File: src/rtl/uart_pkg.sv
// Shared types for the UART command receiver.
// UART_CMD_RX_PARITY_EN adds the PARITY state.
package uart_pkg;

    localparam int DATA_W = 8;

    typedef enum logic [2:0] {
        S_IDLE,
        S_START,
        S_DATA,
        S_STOP,
        S_BREAK
`ifdef UART_CMD_RX_PARITY_EN
        , S_PARITY
`endif
    } rx_state_e;

    // Odd count of ones across data plus parity bit means even parity failed.
    function automatic logic even_par_bad(input logic [DATA_W-1:0] d, input logic p);
        return ^{d, p};
    endfunction

endpackage

File: src/rtl/sync_2ff.sv
// Two-flop synchronizer for a single asynchronous bit.
// Reset value is parameterised so idle-high lines come up idle.
module sync_2ff #(
    parameter logic RST_VAL = 1'b1
) (
    input  logic clk,
    input  logic rst_n,
    input  logic d_i,
    output logic q_o
);

    logic meta_q;
    logic sync_q;

    always_ff @(posedge clk or negedge rst_n) begin
        if (!rst_n) begin
            meta_q <= RST_VAL;
            sync_q <= RST_VAL;
        end else begin
            meta_q <= d_i;
            sync_q <= meta_q;
        end
    end

    assign q_o = sync_q;

endmodule

File: src/rtl/uart_cmd_rx.sv
// 8N1 UART command receiver with glitch rejection and break handling.
// Define UART_CMD_RX_PARITY_EN for an even-parity bit and parity_err.
module uart_cmd_rx
    import uart_pkg::*;
#(
    parameter int CLK_HZ = 50_000_000,
    parameter int BAUD   = 115200
) (
    input  logic              clk,
    input  logic              rst_n,
    input  logic              rx,
    output logic [DATA_W-1:0] cmd,
    output logic              cmd_valid,
    output logic              frame_err,
`ifdef UART_CMD_RX_PARITY_EN
    output logic              parity_err,
`endif
    output logic              busy
);

    localparam int DIV  = CLK_HZ / BAUD;
    localparam int HALF = DIV / 2;
    localparam int CW   = $clog2(DIV) + 1;

    localparam logic [CW-1:0] HALF_M1 = CW'(HALF - 1);
    localparam logic [CW-1:0] DIV_M1  = CW'(DIV - 1);

    logic rxs;

    sync_2ff #(
        .RST_VAL (1'b1)
    ) u_sync (
        .clk   (clk),
        .rst_n (rst_n),
        .d_i   (rx),
        .q_o   (rxs)
    );

    rx_state_e         state_q;
    logic [CW-1:0]     cnt_q;
    logic [2:0]        bit_q;
    logic [DATA_W-1:0] sh_q;
    logic [DATA_W-1:0] cmd_q;
    logic              vld_q;
    logic              ferr_q;
    logic              prev_q;
`ifdef UART_CMD_RX_PARITY_EN
    logic              pbad_q;
    logic              perr_q;
`endif

    always_ff @(posedge clk or negedge rst_n) begin
        if (!rst_n) begin
            state_q <= S_IDLE;
            cnt_q   <= '0;
            bit_q   <= '0;
            sh_q    <= '0;
            cmd_q   <= '0;
            vld_q   <= 1'b0;
            ferr_q  <= 1'b0;
            prev_q  <= 1'b1;
`ifdef UART_CMD_RX_PARITY_EN
            pbad_q  <= 1'b0;
            perr_q  <= 1'b0;
`endif
        end else begin
            vld_q  <= 1'b0;
            ferr_q <= 1'b0;
`ifdef UART_CMD_RX_PARITY_EN
            perr_q <= 1'b0;
`endif
            prev_q <= rxs;
            cnt_q  <= cnt_q + CW'(1);
            unique case (state_q)
                S_IDLE: begin
                    cnt_q <= '0;
                    if (prev_q && !rxs) begin
                        state_q <= S_START;
                    end
                end
                S_START: begin
                    if (cnt_q == HALF_M1) begin
                        cnt_q   <= '0;
                        bit_q   <= '0;
                        state_q <= rxs ? S_IDLE : S_DATA;
                    end
                end
                S_DATA: begin
                    if (cnt_q == DIV_M1) begin
                        cnt_q <= '0;
                        sh_q  <= {rxs, sh_q[DATA_W-1:1]};
                        bit_q <= bit_q + 3'd1;
                        if (bit_q == 3'd7) begin
`ifdef UART_CMD_RX_PARITY_EN
                            state_q <= S_PARITY;
`else
                            state_q <= S_STOP;
`endif
                        end
                    end
                end
`ifdef UART_CMD_RX_PARITY_EN
                S_PARITY: begin
                    if (cnt_q == DIV_M1) begin
                        cnt_q   <= '0;
                        pbad_q  <= even_par_bad(sh_q, rxs);
                        state_q <= S_STOP;
                    end
                end
`endif
                S_STOP: begin
                    if (cnt_q == DIV_M1) begin
                        cnt_q <= '0;
                        if (rxs) begin
                            state_q <= S_IDLE;
`ifdef UART_CMD_RX_PARITY_EN
                            if (pbad_q) begin
                                perr_q <= 1'b1;
                            end else begin
                                cmd_q <= sh_q;
                                vld_q <= 1'b1;
                            end
`else
                            cmd_q <= sh_q;
                            vld_q <= 1'b1;
`endif
                        end else begin
                            ferr_q  <= 1'b1;
                            state_q <= S_BREAK;
                        end
                    end
                end
                S_BREAK: begin
                    cnt_q <= '0;
                    if (rxs) begin
                        state_q <= S_IDLE;
                    end
                end
                default: begin
                    state_q <= S_IDLE;
                end
            endcase
        end
    end

    assign cmd       = cmd_q;
    assign cmd_valid = vld_q;
    assign frame_err = ferr_q;
    assign busy      = (state_q != S_IDLE);
`ifdef UART_CMD_RX_PARITY_EN
    assign parity_err = perr_q;
`endif

endmodule

File: config.mk
export PLATFORM = sky130hd
export DESIGN_NAME = uart_cmd_rx
export DESIGN_NICKNAME = d
export VERILOG_FILES = /design/src/rtl/uart_pkg.sv /design/src/rtl/sync_2ff.sv /design/src/rtl/uart_cmd_rx.sv
export SDC_FILE = /design/constraint.sdc
export NUM_CORES = 1
export LEC_CHECK = 0
export BUFFER_PORTS_ARGS = -buffer_cell sky130_fd_sc_hd__buf_2
export CAP_MARGIN = 20
export CORE_MARGIN = 5
export CORE_UTILIZATION = 50
export CTS_CLUSTER_SIZE = 16
export DETAILED_ROUTE_END_ITERATION = 10
export GPL_TIMING_DRIVEN = 0
export HOLD_SLACK_MARGIN = 0.03
export PLACE_DENSITY = 0.71
export SYNTH_ARGS = -nofsm -noshare
export SYNTH_HDL_FRONTEND = slang
export SYNTH_SLANG_ARGS = --single-unit
File: constraint.sdc
create_clock -name clk -period 2.13 [get_ports clk]
set_clock_uncertainty 0.2 [all_clocks]
set_input_delay 0.426 -clock clk [delete_from_list [all_inputs] [get_ports clk]]
set_output_delay 0.426 -clock clk [all_outputs]
set_load 0.03 [all_outputs]
==> results of run 1 <==
==> stage by stage <==
step	utilization (%)	instances
after floorplan	-	136
after global placement	55.5	195
after detailed placement	55.5	195
after CTS	59.0	206
after global routing	58.9	205
final	58.9	205
==> registers in the layout, indices dropped and copies added (netlist names) <==
signal and count:
bit_q 3, state_q 3, sh_q 8, cmd_valid 1, cmd 8, frame_err 1
u_sync.meta_q 1, u_sync.q_o 1, cnt_q 10, prev_q 1
==> area by class of cell <==
class | instances | area share, %
Timing Repair Buffer | 16 | 4.67
Buffer | 2 | 0.758
Inverter | 5 | 0.947
Sequential cell | 37 | 47.0
Multi-Input combinational cell | 91 | 39.3
Clock inverter | 2 | 1.89
Tap cell | 46 | 2.90
Clock buffer | 6 | 2.59
==> cell usage after synthesis, drive strengths merged (3+ instances only) <==
cell type	n	area, µm²
mux2	17	195
xnor2	3	26.3
nor2b	5	31.3
mux2i	3	30.0
inv	5	18.8
dfrtp	34	851
ha	5	62.6
nor2	15	72.6
nand3	5	25.0
dfstp	3	78.8
nand2	6	22.5
nand4	3	33.8
xor2	5	43.8
==> repair_timing <==
| item | 4_1_cts | 5_1_grt |
|---|---|---|
| gates resized for setup | 1 | 1 |
| endpoints found under the setup margin | 8 | 9 |
| hold buffers | 2 | 0 |
| endpoints found under the hold margin | 35 | 0 |
| buffers inserted | 1 | 0 |
| pin swaps | 1 | 1 |
==> power by group <==
group | total [mW] | internal, mW | switching (mW)
Clock | 0.515 | 0.279 | 0.236
Sequential | 0.826 | 0.756 | 0.0692
Combinational | 0.207 | 0.0909 | 0.116
==> kinds of logic after synthesis <==
kind of cell | count (synthesis) | synth area share (%)
muxes | 20 | 12.9
adders and majority gates | 5 | 3.58
AOI/OAI and AO/OA | 9 | 4.66
xor gates and xnor gates | 8 | 4.01
DFF | 37 | 53.3
and+or+nand+nor | 49 | 19.4
buffers and inverters | 8 | 2.15
==> layer usage <==
| layer | GRT usage, % | share of wire, % | vias to the layer above |
|---|---|---|---|
| met5 | 0 | 0 | - |
| met4 | 5.86 | 2.2 | 0 |
| met3 | 4.94 | 3.3 | 5 |
| met2 | 20.9 | 47 | 15 |
| met1 | 18.1 | 48 | 520 |
| li1 | - | - | 519 |
==> worst max-delay path by stage <==
stage,from,endpoint,slack (ps),cells after the start
5_1_grt,cnt_q[1]$_DFF_PN0_,sh_q[7]$_DFFE_PN0P_,-30,6
3_3_place_gp,cnt_q[0]$_DFF_PN0_,sh_q[3]$_DFFE_PN0P_,30,6
2_1_floorplan,cnt_q[0]$_DFF_PN0_,sh_q[1]$_DFFE_PN0P_,140,6
4_1_cts,cnt_q[0]$_DFF_PN0_,sh_q[7]$_DFFE_PN0P_,8,6
3_5_place_dp,cnt_q[0]$_DFF_PN0_,sh_q[2]$_DFFE_PN0P_,-4,6
6_report,cnt_q[0]$_DFF_PN0_,sh_q[7]$_DFFE_PN0P_,30,6
==> Implementation_results.wiki, run 1 <==
{| class="wikitable"
! Metric !! Value
|-
| Maximum clock path buffer count || 2
|-
| Seq/Total Area, Yosys || 53.3%
|-
| Final Routed Wirelength || 2.84 mm
|-
| Die ar. || 0.00477 mm²
|-
| Fraction of layout cells with a size suffix above 1 || 34.0%
|-
| Synthesized flop and latch total || 37
|-
| Area of the multi-input gates || 778 µm²
|-
| FF-to-FF setup slack || 30 ps
|-
| Post-Syn Area per Cell || 12.8 µm²
|-
| CTS Root Buffer Type || sky130_fd_sc_hd__clkbuf_4
|-
| Destination of the worst register-to-register timing path || sh_q[7]$_DFFE_PN0P_
|-
| Vertical extent of the die || 69.1 µm
|-
| Worst Hold Class || reg -> reg
|-
| Total standard cell area after synthesis || 0.00175 mm²
|-
| Critical path launch point type || flip-flop
|-
| Yosys warning count || 0
|-
| Worst Setup Slack post-DPL || -3.58 ps
|-
| Worst-case reg-to-reg path depth || 6
|-
| Die Width || 69.1 µm
|-
| Number of buffers created by CTS || 5
|-
| Routed len/inst || 13.9 µm
|-
| Number of cells on the worst hold path || 0
|-
| Area Growth Syn to Fin || 13.5%
|-
| Fillers || 294
|-
| Count of endpoints failing setup in the final report || 0
|-
| Area used by sequential logic in the layout || 931 µm²
|-
| Maximum achievable frequency || 0.476 GHz
|-
| Max-slew violation count || 0
|-
| Design area || 0.00198 mm²
|-
| Via count of the first global-routing pass || 1,121
|-
| Max cap viols || 0
|-
| Design Power || 1.55 mW
|-
| Distinct cell type count of the synthesized netlist || 40
|-
| Crit-path max FO || 8
|-
| Detailed-routing iteration count for the pre-antenna-repair pass || 4
|-
| Share of flip-flops with an asynchronous set or reset after synthesis || 100%
|-
| Worst flop-to-flop path startpoint || cnt_q[0]$_DFF_PN0_
|-
| Kind of critical path || reg -> reg
|-
| Final RePlAce weighted congestion || 0.780
|-
| Starting utilization of the core area || 51.9%
|-
| Sum of negative setup slack || 0 ps
|-
| Clock Sink Count || 37
|-
| Final critical path time including I/O delays and setup || 2100 ps
|-
| Largest delay share family, worst path || simple AND/OR/NAND/NOR gates
|-
| Run status || completed
|-
| Number of standard-cell rows in the floorplan || 21
|-
| Post-route fraction of the period consumed by the critical path || 98.6%
|-
| Element type at the critical path end || flip-flop
|-
| Antenna violations before repair || 0
|-
| Post-synthesis net count || 144
|-
| Wire length of the first global-routing pass || 5.32 mm
|-
| Buffering stage count on the worst path with inverters included || 1
|-
| Worst hold path endpoint || u_sync.q_o$_DFF_PN1_
|-
| Most used flip-flop cell after synthesis || sky130_fd_sc_hd__dfrtp_1
|-
| Vias per inst || 5.17
|-
| Clock tree from TritonCTS || yes
|-
| Worst setup margin || 30.1 ps
|-
| Setup repair after global routing missed its margin || yes
|-
| Total power per unit cell area || 780 mW/mm²
|-
| Number of I/O pins || 14
|-
| Net total in the final layout || 166
|-
| Data arrival time of the worst path || 2140 ps
|-
| List of cells traversed by the critical path || inv_1, ha_1, and4b_1, and4b_4, o211ai_4, mux2_2
|-
| Level count of the clock H-tree || 2
|-
| Max-Slew Margin vs Limit || 47.6%
|-
| Floorplan core area || 0.00336 mm²
|-
| Post-DP HPWL || 2.04 mm
|-
| Hold path startpoint || u_sync.meta_q$_DFF_PN1_
|-
| Post-synthesis cell count || 136
|-
| Standby leakage power || 1.00 nW
|-
| Dpl cell area || 0.00187 mm²
|-
| Transition time of the tightest slew-check pin || 786 ps
|-
| Required time of the critical path || 2170 ps
|-
| Max rail drop VDD || 0.572 mV
|-
| Commonest non-fill, non-tap cell in the layout || sky130_fd_sc_hd__dfrtp_1
|-
| Min Hold Slack || 164 ps
|-
| Highest-count cells in the layout ignoring fill and taps || sky130_fd_sc_hd__dfrtp_1 (33), sky130_fd_sc_hd__nor2_1 (14), sky130_fd_sc_hd__mux2_2 (13), sky130_fd_sc_hd__buf_2 (13), sky130_fd_sc_hd__nand2_1 (6)
|-
| First DRT Iteration DRCs || 17
|-
| Clk slew on worst S/H paths || 110 ps
|-
| Residual DRC || 0
|-
| Quantity of I/O buffers inserted on ports || 13
|-
| Largest net degree at the start of global routing || 38
|-
| Source-to-sink clock delay at the later pin of the worst-skew pair || 350 ps
|-
| Congestion Overflow GR || 0
|-
| Max stage delay on crit path || 420 ps
|-
| Post-detailed-route count of antenna-violating nets || 0
|-
| Count of final hold-check violations || 0
|-
| Number of synthesized flops with an enable pin || 0
|-
| Count of inserted antenna diode cells || 0
|-
| Total Routing Usage GR || 13.9%
|-
| Worst-path cell with the longest stage delay || sky130_fd_sc_hd__dfrtp_2
|-
| Number of vias after detailed routing || 1,059
|}
(Power assumes the default switching activity.)
==> run 2: changes to the inputs <==
- CORE_MARGIN: 5 -> 1
- CTS_CLUSTER_SIZE: 16 -> 12
- PLACE_DENSITY: 0.71 -> not set
- PLACE_DENSITY_LB_ADDON: not set -> 0.1
==> run 2 against run 1 <==
Non-clock buffer count is 5 higher. Fmax is 1.6% higher. Critical path depth is the same. Largest power group unchanged.
==> Implementation_results.wiki, run 2 (synthesized netlist as in run 1, its figures left out) <==
{| class="wikitable"
! Metric !! Value
|-
| Clk slew on worst S/H paths || 110 ps (about the same)
|-
| Final RePlAce weighted congestion || 0.760 (-2.6%)
|-
| Area Growth Syn to Fin || 16.1%
|-
| Worst setup margin || 63.8 ps (+33.7 ps)
|-
| Maximum achievable frequency || 0.484 GHz (+1.6%)
|-
| Routed len/inst || 13.8 µm (-0.77%)
|-
| Die ar. || 0.00373 mm² (-22%)
|-
| Area used by sequential logic in the layout || 931 µm² (unchanged)
|-
| Post-route fraction of the period consumed by the critical path || 97.0% (-1.6 points)
|-
| Wire length of the first global-routing pass || 5.01 mm (-5.8%)
|-
| Post-DP HPWL || 2.02 mm (-0.86%)
|-
| Max rail drop VDD || 0.469 mV (-18%)
|-
| Element type at the critical path end || flip-flop
|-
| Standby leakage power || 1.03 nW (+2.9%)
|-
| Largest delay share family, worst path || flip-flops
|-
| Transition time of the tightest slew-check pin || 817 ps (+31.5 ps)
|-
| Number of standard-cell rows in the floorplan || 21 (unchanged)
|-
| Final Routed Wirelength || 2.89 mm (+1.7%)
|-
| Via count of the first global-routing pass || 1,103 (-1.6%)
|-
| Total power per unit cell area || 774 mW/mm² (-0.78%)
|-
| Clock Sink Count || 37 (unchanged)
|-
| Worst-path cell with the longest stage delay || sky130_fd_sc_hd__dfrtp_2
|-
| Register with the most flip-flops || cnt_q
|-
| Worst Setup Slack post-DPL || -36.2 ps (-32.6 ps)
|-
| Count of endpoints failing setup in the final report || 0 (unchanged)
|-
| Detailed-routing iteration count for the pre-antenna-repair pass || 4 (unchanged)
|-
| Most Frequent Cell on Critical Path || sky130_fd_sc_hd__and4bb_4
|-
| Max-slew violation count || 0 (unchanged)
|-
| Number of I/O pins || 14 (unchanged)
|-
| Number of buffers created by CTS || 5 (unchanged)
|-
| Vias per inst || 5.18 (+0.29%)
|-
| Critical path launch point type || flip-flop
|-
| Routed length on met3 || 79 µm (-16%)
|-
| Kind of critical path || reg -> reg
|-
| Run status || completed
|-
| Antenna violations before repair || 0 (unchanged)
|-
| Worst Hold Class || reg -> reg
|-
| Final critical path time including I/O delays and setup || 2070 ps (-33.7 ps)
|-
| Die Width || 61.1 µm (-12%)
|-
| CTS Root Buffer Type || sky130_fd_sc_hd__clkbuf_4
|-
| Required time of the critical path || 2160 ps (about the same)
|-
| Largest net degree at the start of global routing || 38 (unchanged)
|-
| Max stage delay on crit path || 450 ps (+30 ps)
|-
| Max-Slew Margin vs Limit || 45.5% (-2.1 points)
|-
| Residual DRC || 0 (unchanged)
|-
| Count of inserted antenna diode cells || 0 (unchanged)
|-
| Sum of negative setup slack || 0 ps (unchanged)
|-
| Commonest non-fill, non-tap cell in the layout || sky130_fd_sc_hd__dfrtp_1
|-
| Met1 Routed Length || 1.28 mm (-5.9%)
|-
| Fraction of layout cells with a size suffix above 1 || 36.6% (+2.6 points)
|-
| Buffering stage count on the worst path with inverters included || 1 (unchanged)
|-
| Highest-count cells in the layout ignoring fill and taps || sky130_fd_sc_hd__dfrtp_1 (33), sky130_fd_sc_hd__nor2_1 (14), sky130_fd_sc_hd__mux2_2 (13), sky130_fd_sc_hd__buf_2 (13)
|-
| Floorplan core area || 0.00334 mm² (-0.78%)
|-
| Uppermost layer routed || met4
|-
| Clock tree from TritonCTS || yes
|-
| Total Routing Usage GR || 19.1% (+5.2 points)
|-
| Design Power || 1.57 mW (+1.5%)
|-
| Data arrival time of the worst path || 2090 ps (-50 ps)
|-
| Quantity of I/O buffers inserted on ports || 13 (unchanged)
|-
| Count of final hold-check violations || 0 (unchanged)
|-
| Post-Route Utilization || 60.7% (+1.8 points)
|-
| Congestion Overflow GR || 0 (unchanged)
|-
| Starting utilization of the core area || 52.3% (+0.41 points)
|-
| List of cells traversed by the critical path || ha_1, and4bb_4, and4bb_4, o211ai_4, buf_12, mux2_2
|-
| Source-to-sink clock delay at the later pin of the worst-skew pair || 340 ps (about the same)
|-
| Crit-path max FO || 8 (unchanged)
|-
| Post-detailed-route count of antenna-violating nets || 0 (unchanged)
|-
| Max cap viols || 0 (unchanged)
|-
| Vertical extent of the die || 61.1 µm (-12%)
|-
| Number of vias after detailed routing || 1,088 (+2.7%)
|-
| Maximum clock path buffer count || 2 (unchanged)
|-
| First DRT Iteration DRCs || 60 (+43)
|-
| Number of flip-flops under the largest register name || 10 (unchanged)
|-
| Net total in the final layout || 171 (+3.0%)
|-
| Fillers || 301 (+2.4%)
|-
| Area of the multi-input gates || 779 µm² (+0.16%)
|-
| Amount of wire on met2 after detailed routing || 1.49 mm (+12%)
|-
| Level count of the clock H-tree || 2 (unchanged)
|}
-- run 2: repair_timing --
item	in CTS	in global routing
hold buffers	2	0
buffers inserted	2	3
pin swaps	1	2
hold endpoints to repair	35	0
gates resized for setup	1	3
endpoints found under the setup margin	9	12
-- run 2: worst reg2reg max path, delay by kind of cell, from the launching register on --
family,cells,cell delay [ps]
flip-flops,1,450
buffers and inverters,1,150
adder cells (fa/ha/maj),1,220
AND/OR/NAND/NOR,2,430
AO/OA/AOI/OAI,1,180
multiplexers,1,330
-- run 2: area by class of cell --
cell class              count  area share (%)
multi-input cells          91            38.5
plain buffers               3           0.988
clock inverters             1            1.48
well taps                  46            2.84
clock buffers               7            2.72
repair buffers             20            6.67
flip-flops and latches     37            45.9
inverters                   5           0.926
-- run 2: final timing paths --
| check | startpoint | endpoint | slack [ps] | cells after the start |
|---|---|---|---|---|
| max in group asynchronous | rst_n | cnt_q[0]$_DFF_PN0_ | 660 | 2 |
| hold reg to reg | u_sync.meta_q$_DFF_PN1_ | u_sync.q_o$_DFF_PN1_ | 160 | 0 |
| setup / recovery | cnt_q[0]$_DFF_PN0_ | sh_q[7]$_DFFE_PN0P_ | 60 | 6 |
| min in group asynchronous | rst_n | cnt_q[3]$_DFF_PN0_ | 510 | 2 |
| setup reg to reg | cnt_q[0]$_DFF_PN0_ | sh_q[7]$_DFFE_PN0P_ | 60 | 6 |
| hold / removal | u_sync.meta_q$_DFF_PN1_ | u_sync.q_o$_DFF_PN1_ | 160 | 0 |
-- run 2: metrics by stage --
stage                     hold WS [ps]  cells  area [µm²]
final                              163    210        2030
after global routing               169    210        2030
after CTS                          166    207        2000
after detailed placement           150    195        1870
after global placement             147    195        1870
after floorplan                  -69.6    136        1750
-- run 2: power by group --
part,internal (mW),switching [mW],total (mW),leakage [nW]
Sequential,0.756,0.0641,0.820,0.495
Combinational,0.116,0.132,0.248,0.491
Clock,0.280,0.222,0.502,0.0455
-- run 2: layer usage --
layer	up-vias	track usage, %
met2	10	33.1
met4	0	6.82
li1	535	-
met3	4	5.88
met1	539	22.4
met5	-	0
